==> src/rtl/stream_demux_pkg.sv <==
// ============================================================================
// stream_demux_pkg : shared slot-state type and drop-counter constants
// Revision 1.0
// ============================================================================
`default_nettype none

package stream_demux_pkg;

  typedef enum logic {
    EMPTY = 1'b0,
    FULL  = 1'b1
  } slot_state_e;

  localparam int                    DROP_CNT_W   = 16;
  localparam logic [DROP_CNT_W-1:0] DROP_CNT_MAX = '1;

  // Saturating increment: the counter parks at its maximum instead of wrapping.
  function automatic logic [DROP_CNT_W-1:0] sat_inc(input logic [DROP_CNT_W-1:0] v);
    return (v == DROP_CNT_MAX) ? v : v + 1'b1;
  endfunction

endpackage

`default_nettype wire

==> src/rtl/stream_demux_slot.sv <==
// ============================================================================
// stream_demux_slot : one-entry output register for a single demux channel
// Revision 1.0
// ============================================================================
`default_nettype none

module stream_demux_slot
  import stream_demux_pkg::*;
#(
  parameter int WIDTH = 8
) (
  input  logic             clk,
  input  logic             rst_n,
  input  logic             load,
  input  logic [WIDTH-1:0] load_data,
  input  logic             out_ready,
  output logic             out_valid,
  output logic [WIDTH-1:0] out_data,
  output logic             can_load
);

  slot_state_e      state_q, state_d;
  logic [WIDTH-1:0] data_q, data_d;

  // A full slot may still take a word when its consumer drains it this cycle.
  assign can_load  = (state_q == EMPTY) || out_ready;
  assign out_valid = (state_q == FULL);
  assign out_data  = data_q;

  always_comb begin
    state_d = state_q;
    data_d  = data_q;
    if (load) begin
      state_d = FULL;
      data_d  = load_data;
    end else if ((state_q == FULL) && out_ready) begin
      state_d = EMPTY;
      data_d  = '0;
    end
  end

  always_ff @(posedge clk or negedge rst_n) begin
    if (!rst_n) begin
      state_q <= EMPTY;
      data_q  <= '0;
    end else begin
      state_q <= state_d;
      data_q  <= data_d;
    end
  end

endmodule

`default_nettype wire

==> src/rtl/stream_demux.sv <==
// ============================================================================
// stream_demux : 1-to-N stream demultiplexer with broadcast and drop counting
// Revision 1.0
// ============================================================================
`default_nettype none

module stream_demux
  import stream_demux_pkg::*;
#(
  parameter int WIDTH    = 8,
  parameter int CHANNELS = 4,
  parameter int SEL_W    = $clog2(CHANNELS)
) (
  input  logic                      clk,
  input  logic                      rst_n,
  input  logic [WIDTH-1:0]          in_data,
  input  logic [SEL_W-1:0]          in_sel,
  input  logic                      in_bcast,
  input  logic                      in_valid,
  output logic                      in_ready,
  output logic [CHANNELS*WIDTH-1:0] out_data,
  output logic [CHANNELS-1:0]       out_valid,
  input  logic [CHANNELS-1:0]       out_ready,
  output logic [DROP_CNT_W-1:0]     drop_cnt
);

  logic [CHANNELS-1:0]   sel_hit;
  logic [CHANNELS-1:0]   can_load;
  logic [CHANNELS-1:0]   load;
  logic                  in_range;
  logic                  accept;
  logic                  drop;
  logic [DROP_CNT_W-1:0] drop_cnt_q, drop_cnt_d;

  always_comb begin
    sel_hit = '0;
    for (int k = 0; k < CHANNELS; k++) begin
      sel_hit[k] = (int'(in_sel) == k);
    end
  end

  assign in_range = |sel_hit;

  // Out-of-range words are always taken so the producer never stalls on them.
  always_comb begin
    if (in_bcast)      in_ready = &can_load;
    else if (in_range) in_ready = |(sel_hit & can_load);
    else               in_ready = 1'b1;
  end

  assign accept = in_valid && in_ready;
  assign drop   = accept && !in_bcast && !in_range;
  assign load   = accept ? (in_bcast ? {CHANNELS{1'b1}} : sel_hit) : '0;

  generate
    for (genvar k = 0; k < CHANNELS; k++) begin : g_slot
      stream_demux_slot #(
        .WIDTH (WIDTH)
      ) u_slot (
        .clk       (clk),
        .rst_n     (rst_n),
        .load      (load[k]),
        .load_data (in_data),
        .out_ready (out_ready[k]),
        .out_valid (out_valid[k]),
        .out_data  (out_data[k*WIDTH +: WIDTH]),
        .can_load  (can_load[k])
      );
    end
  endgenerate

  always_comb begin
    drop_cnt_d = drop ? sat_inc(drop_cnt_q) : drop_cnt_q;
  end

  always_ff @(posedge clk or negedge rst_n) begin
    if (!rst_n) drop_cnt_q <= '0;
    else        drop_cnt_q <= drop_cnt_d;
  end

  assign drop_cnt = drop_cnt_q;

endmodule

`default_nettype wire

==> config.mk <==
export PLATFORM = sky130hd
export DESIGN_NAME = stream_demux
export DESIGN_NICKNAME = d
export VERILOG_FILES = /design/src/rtl/stream_demux_pkg.sv /design/src/rtl/stream_demux_slot.sv /design/src/rtl/stream_demux.sv
export SDC_FILE = /design/constraint.sdc
export NUM_CORES = 1
export LEC_CHECK = 0
export ABC_AREA = 0
export BUFFER_PORTS_ARGS = -buffer_cell sky130_fd_sc_hd__buf_2
export CAP_MARGIN = 20
export CORE_AREA = 2 2 113 93
export CTS_BUF_LIST = sky130_fd_sc_hd__clkbuf_2 sky130_fd_sc_hd__clkbuf_4 sky130_fd_sc_hd__clkbuf_8
export DETAILED_ROUTE_END_ITERATION = 10
export DIE_AREA = 0 0 115 95
export SLEW_MARGIN = 15
export SYNTH_ARGS = -nofsm -noshare
export SYNTH_HDL_FRONTEND = slang
export SYNTH_SLANG_ARGS = --single-unit
export TNS_END_PERCENT = 50
==> constraint.sdc <==
create_clock -name clk -period 1.9 [get_ports clk]
set_clock_uncertainty 0.05 [all_clocks]
set_input_delay 0.19 -clock clk [delete_from_list [all_inputs] [get_ports clk]]
set_output_delay 0.19 -clock clk [all_outputs]
set_load 0.02 [all_outputs]
* Word level (Yosys, flattened, before mapping)
Index checks and enable logic that the tools add are counted.
** Operators by class
- Add/sub/neg operators :: 1
- Bitwise logic cells :: 6
- Equal/unequal tests :: 4
- Reduce and logical (&&, ||, !) cells :: 22
- Muxes and demuxes :: 20
** Operators by type and width (count)
- $mux W8 :: 8
- $add A16 B1 Y16 const B :: 1
- $eq A16 B16 Y1 const B :: 1
- $mux W1 :: 10
- $mux W4 :: 2
- $reduce_bool A2 Y1 :: 4
- $reduce_or A4 Y1 :: 2
- $logic_and A1 B1 Y1 :: 7
- $not A1 Y1 :: 5
- $and A4 B4 Y4 :: 1
- $eq A2 B2 Y1 const B :: 2
- $logic_or A1 B1 Y1 :: 4
- $reduce_and A4 Y1 :: 1
- $eq A2 B1 Y1 const B :: 1
- $logic_not A1 Y1 :: 2
- $logic_not A2 Y1 :: 1
- $reduce_and A2 Y1 :: 1
** Storage, ports and cells
- Bits of input ports :: 18
- Flip-flop bits (word level) :: 52

* Depth between registers and ports, before layout
- Depth in word-level cells :: 10
- Gate-level depth with buffers :: 7
- Gate-level depth less buffers :: 4

* By module
From an unflattened synthesis, not the netlist that was laid out.
** Unflattened totals
- Cell total of the unflattened synthesis :: 166
- Area, all modules :: 2065.7 µm²
** By module, submodules not included
- stream_demux_slot :: cells an instance 29, sequential area each 225.2 µm², area each 372.9 µm², times used 4
- stream_demux :: cells an instance 50, sequential area each 400.4 µm², area each 574.3 µm², times used 1

* Least setup slack after synthesis
No wires, ideal clock.
- Path kind :: register -> register
- From :: reg g_slot[0].u_slot.state_q
- To :: reg g_slot[1].u_slot.data_q[0]
- Setup time :: 0.121 ns
- Data required time :: 1.729 ns
- Buffers on the path :: 2
- Cell stages (with the launch flop) :: 7
- Data arrival time :: 1.337 ns
- Path slack :: 0.392 ns
- Cell sequence :: dfrtp_1 > nand2b_4 > buf_6 > a41o_4 > and3_1 > buf_6 > a22o_1
** Between the ends
- Cells in the longest elaborated chain, start to end :: 9
** Ends and longest elaborated chain
- start: declaration :: RTL line stream_demux_slot.sv:22 : slot_state_e state_q, state_d;
- start signal: assignment :: RTL line stream_demux_slot.sv:47 : state_q <= state_d;
- $not A1 Y1 * :: RTL line stream_demux_slot.sv:26 : assign can_load = (state_q == EMPTY) || out_ready;
- $logic_or A1 B1 Y1 * :: RTL line stream_demux_slot.sv:26
- $and A4 B4 Y4 :: RTL line stream_demux.sv:47 : else if (in_range) in_ready = |(sel_hit & can_load);
- $reduce_or A4 Y1 :: RTL line stream_demux.sv:47
- $mux W1 :: RTL line stream_demux.sv:47
- $mux W1 * :: RTL line stream_demux.sv:46 : if (in_bcast) in_ready = &can_load;
- $logic_and A1 B1 Y1 * :: RTL line stream_demux.sv:51 : assign accept = in_valid && in_ready;
- $mux W4 * :: RTL line stream_demux.sv:53 : assign load = accept ? (in_bcast ? {CHANNELS{1'b1}} : sel_hit) : '0;
- $mux W8 or $reduce_bool A2 Y1 (tied branches)
- end signal: assignment :: RTL line stream_demux_slot.sv:48 : data_q <= data_d;
- end: declaration :: RTL line stream_demux_slot.sv:23 : logic [WIDTH-1:0] data_q, data_d;
Mark *: on every way between the ends. The rest lies on a longest branch, timed or not.
A chain may end at the register's enable or synchronous reset.

* Final worst setup path
- From :: reg g_slot[3].u_slot.state_q
- To :: out in_ready
** Between the ends
- Cells in the longest elaborated chain, start to end :: 6
** Ends and longest elaborated chain
- start: declaration :: RTL line stream_demux_slot.sv:22
- start signal: assignment :: RTL line stream_demux_slot.sv:47
- $not A1 Y1 * :: RTL line stream_demux_slot.sv:26
- $logic_or A1 B1 Y1 * :: RTL line stream_demux_slot.sv:26
- $and A4 B4 Y4 :: RTL line stream_demux.sv:47
- $reduce_or A4 Y1 :: RTL line stream_demux.sv:47
- $mux W1 :: RTL line stream_demux.sv:47
- $mux W1 * :: RTL line stream_demux.sv:46
- end: declaration :: RTL line stream_demux.sv:20 : output logic in_ready,
Marks and branches as above.

==> results.ini <==
[power]
combPwrFrac_pct = 30.9
seqPwrFrac_pct = 46.8
p_int_mw = 1.95
p_per_area_nw_per_um2 = 1050
p_clk_share_pct = 22.3
power.net_switching_mw = 1.10
p_leak_nw = 1.55
switching_share_pct = 36.0
ir_drop_mv = 0.456

[worst_setup_path]
start_kind = flip-flop
crit_type = reg2out
worst-path-max-fanout = 4
crit_start = g_slot[3].u_slot.out_valid
worstReg2RegStart = g_slot[2].u_slot.out_valid
cp-end-kind = output pin
crit_path_end = in_ready
required_ns = 1.66
worstSetupPathDepth = 6
r2r_end = g_slot[3].u_slot.out_data[2]
reg2reg_depth = 5
crit_chain = buf_4 -> nand2b_4 -> a41o_4 -> nand2_1 -> o21ai_1 -> buf_2
slowest_delay_ns = 0.38
critical_path.slowest_cell = dfrtp_1
cp_top_family = flip-flops
cp.arrival_ns = 1.47
crit_buf_inv = 2
ff2ff_setup_slack_ns = 0.21

[floorplan]
die_w_um = 115
core_um2 = 9910
die_area_um2 = 10900
start_util_pct = 24.0
die_y_um = 95
ios = 71
placementRows = 33

[final_layout]
nNetsFinal = 293
final_cells = 397
drive_gt1_share_pct = 34.9
diodes = 0
final_util_pct = 29.3
fillers = 1039
area_growth_pct = 22.1
seq_area_um2 = 1300
multi_input_area_um2 = 880

[synth]
synth.avg_cell_area_um2 = 10.8
synth_area_um2 = 2380
synth_cells = 220
ys_seq_elements = 52
ys.flop_type = dfrtp_1
syn-num-nets = 238
yosys_warnings = 0
synth_edf_count = 0
ys_types = 27
seq_area_frac_synth_pct = 54.7
synthArstFlopShare_pct = 100

[grt]
antenna_found_initial = 0
grt_first_pass_wirelength_um = 10100
grt_pass1_vias = 1793
grt_max_degree = 23
gr-total-overflow = 0
grt.total_usage_pct = 12.6

[clocking]
cts_buffers = 5
clock_latency_ns = 0.31
cts_root_buf = clkbuf_8
cts_sinks = 52
clk_path_buf_depth = 2
tritoncts = done
clk_transition_reported_paths_ns = 0.09
htree_levels = 2

[route]
dr.pass1.iters = 4
routed_wl_um = 6510
vias = 1845
vias_per_cell = 4.65
postRouteAntennaNets = 0
drc = 0
routedWlPerCell_um = 16.4
drt_iter0_markers = 105

[timing]
finalCritPeriodShare_pct = 90.0
relSlewSlack_pct = 64.6
fin_ws_ns = 0.191
setup_viol = 0
final-max-slew-violation-count = 0
fin_crit_ns = 1.71
worst_pin_slew_ns = 0.531
max_freq_mhz = 585
hold_violations = 0
rsz0062_at_grt = no
fin_setup_tns_ns = 0

[flow_run]
maxCapViolCount = 0

[hold_path]
hold_class = in2reg

[place]
routabilityCongestion = 0.787
dp.cells = 384
pre_cts_ws_ns = 0.193
hpwlAfterDp_um = 4810
port_buffers = 70

[run_status]
status = finished clean

-- worst register-to-register path, delay by kind of cell, from the launching register on --
kind	cells	cell delay, ns
flops	1	0.43
simple gates	3	0.75
buf+inv	1	0.15
compound gates	1	0.25
-- worst min-delay path by stage --
stage,start,end,slack [ns],cells past startpoint
6_report,in_valid,g_slot[1].u_slot.out_valid,0.09,3
2_1_floorplan,rst_n,drop_cnt[0],-0.16,0
3_3_place_gp,rst_n,g_slot[1].u_slot.out_data[7],0.14,1
3_5_place_dp,rst_n,drop_cnt[5],0.15,1
5_1_grt,in_valid,g_slot[1].u_slot.out_valid,0.08,3
4_1_cts,in_valid,g_slot[1].u_slot.out_valid,0.07,3
-- what timing repair did --
item	4_1_cts	5_1_grt
endpoints found under the setup margin	1	1
gates cloned	0	0
buffers inserted	0	5
resized for setup	2	0
endpoints found under the hold margin	19	0
hold buffers	1	0
-- routing by layer --
layer	global-route usage [%]	vias up	wire, um
met5	0	-	0
met4	5.12	0	114
met3	4.36	8	502
met2	18.4	69	2950
met1	16.9	885	2940
li1	-	883	-
-- power by group through the flow --
stage / clock, mW / sequential, mW / combinational [mW]
after floorplan: 0 / 1.65 / 0.383
after CTS: 0.715 / 1.43 / 0.938
final: 0.680 / 1.43 / 0.942
after global placement: 0 / 1.44 / 0.913
after global routing: 0.758 / 1.46 / 1.02
after detailed placement: 0 / 1.45 / 0.927
-- layout by cell type (no fill, tap or decap) --
| cell | n |
|---|---|
| a22o_1 | 8 |
| nor3b_1 | 1 |
| mux2i_1 | 9 |
| a41o_4 | 1 |
| nor4_4 | 2 |
| clkbuf_8 | 7 |
| buf_12 | 1 |
| nor2b_4 | 2 |
| inv_1 | 10 |
| nand2b_1 | 1 |
| and3_1 | 2 |
| nand3_1 | 19 |
| nand2_1 | 30 |
| and2_1 | 2 |
| a22oi_1 | 1 |
| dlygate4sd3_1 | 1 |
| buf_2 | 70 |
| nor2_1 | 1 |
| o21ai_1 | 2 |
| nor2b_1 | 4 |
| o221ai_1 | 16 |
| nor4_2 | 1 |
| and3b_1 | 1 |
| nand4_1 | 18 |
| buf_4 | 8 |
| dfrtp_1 | 52 |
| a22oi_2 | 1 |
| nand2b_4 | 3 |
| nand3b_1 | 1 |
-- synthesized netlist by cell type, drive strengths merged (2+ instances only) --
library cell,instances,area (um2)
a22o,8,70.1
a22oi,2,20.0
and2,2,12.5
and3,2,12.5
buf,11,93.8
clkbuf,21,78.8
dfrtp,52,1300
inv,10,37.5
mux2i,9,90.1
nand2,30,113
nand2b,4,47.6
nand3,19,95.1
nand4,18,113
nor2b,6,42.5
nor4,3,55.1
o21ai,2,10.0
o221ai,16,140
-- metrics by stage --
step	hold slack (ns)	power, mW	area, um2
detailed placement	0.151	2.38	2750
finish	0.0931	3.05	2910
global placement	0.140	2.36	2750
floorplan	-0.156	2.03	2380
CTS	0.0745	3.08	2870
global route	0.0802	3.24	2910
-- sequential cells by signal (all words and copies together) (netlist names) --
name and cells:
drop_cnt 16, g_slot.u_slot.out_data 32, g_slot.u_slot.out_valid 4
-- logic make-up after synthesis --
group | after synthesis | share of synthesized area (%)
muxes | 9 | 3.78
and+or+nand+nor | 88 | 21.8
AOI/OAI and AO/OA | 29 | 11.0
buffers and inverters | 42 | 8.83
DFF | 52 | 54.7
-- cell type report --
class	instances	area share [%]
timing repair buffer	80	15.1
multi-input combinational	126	30.2
clock buffer	7	3.31
tap	122	5.25
sequential	52	44.8
inverter	10	1.29
(Power assumes the default switching activity.)
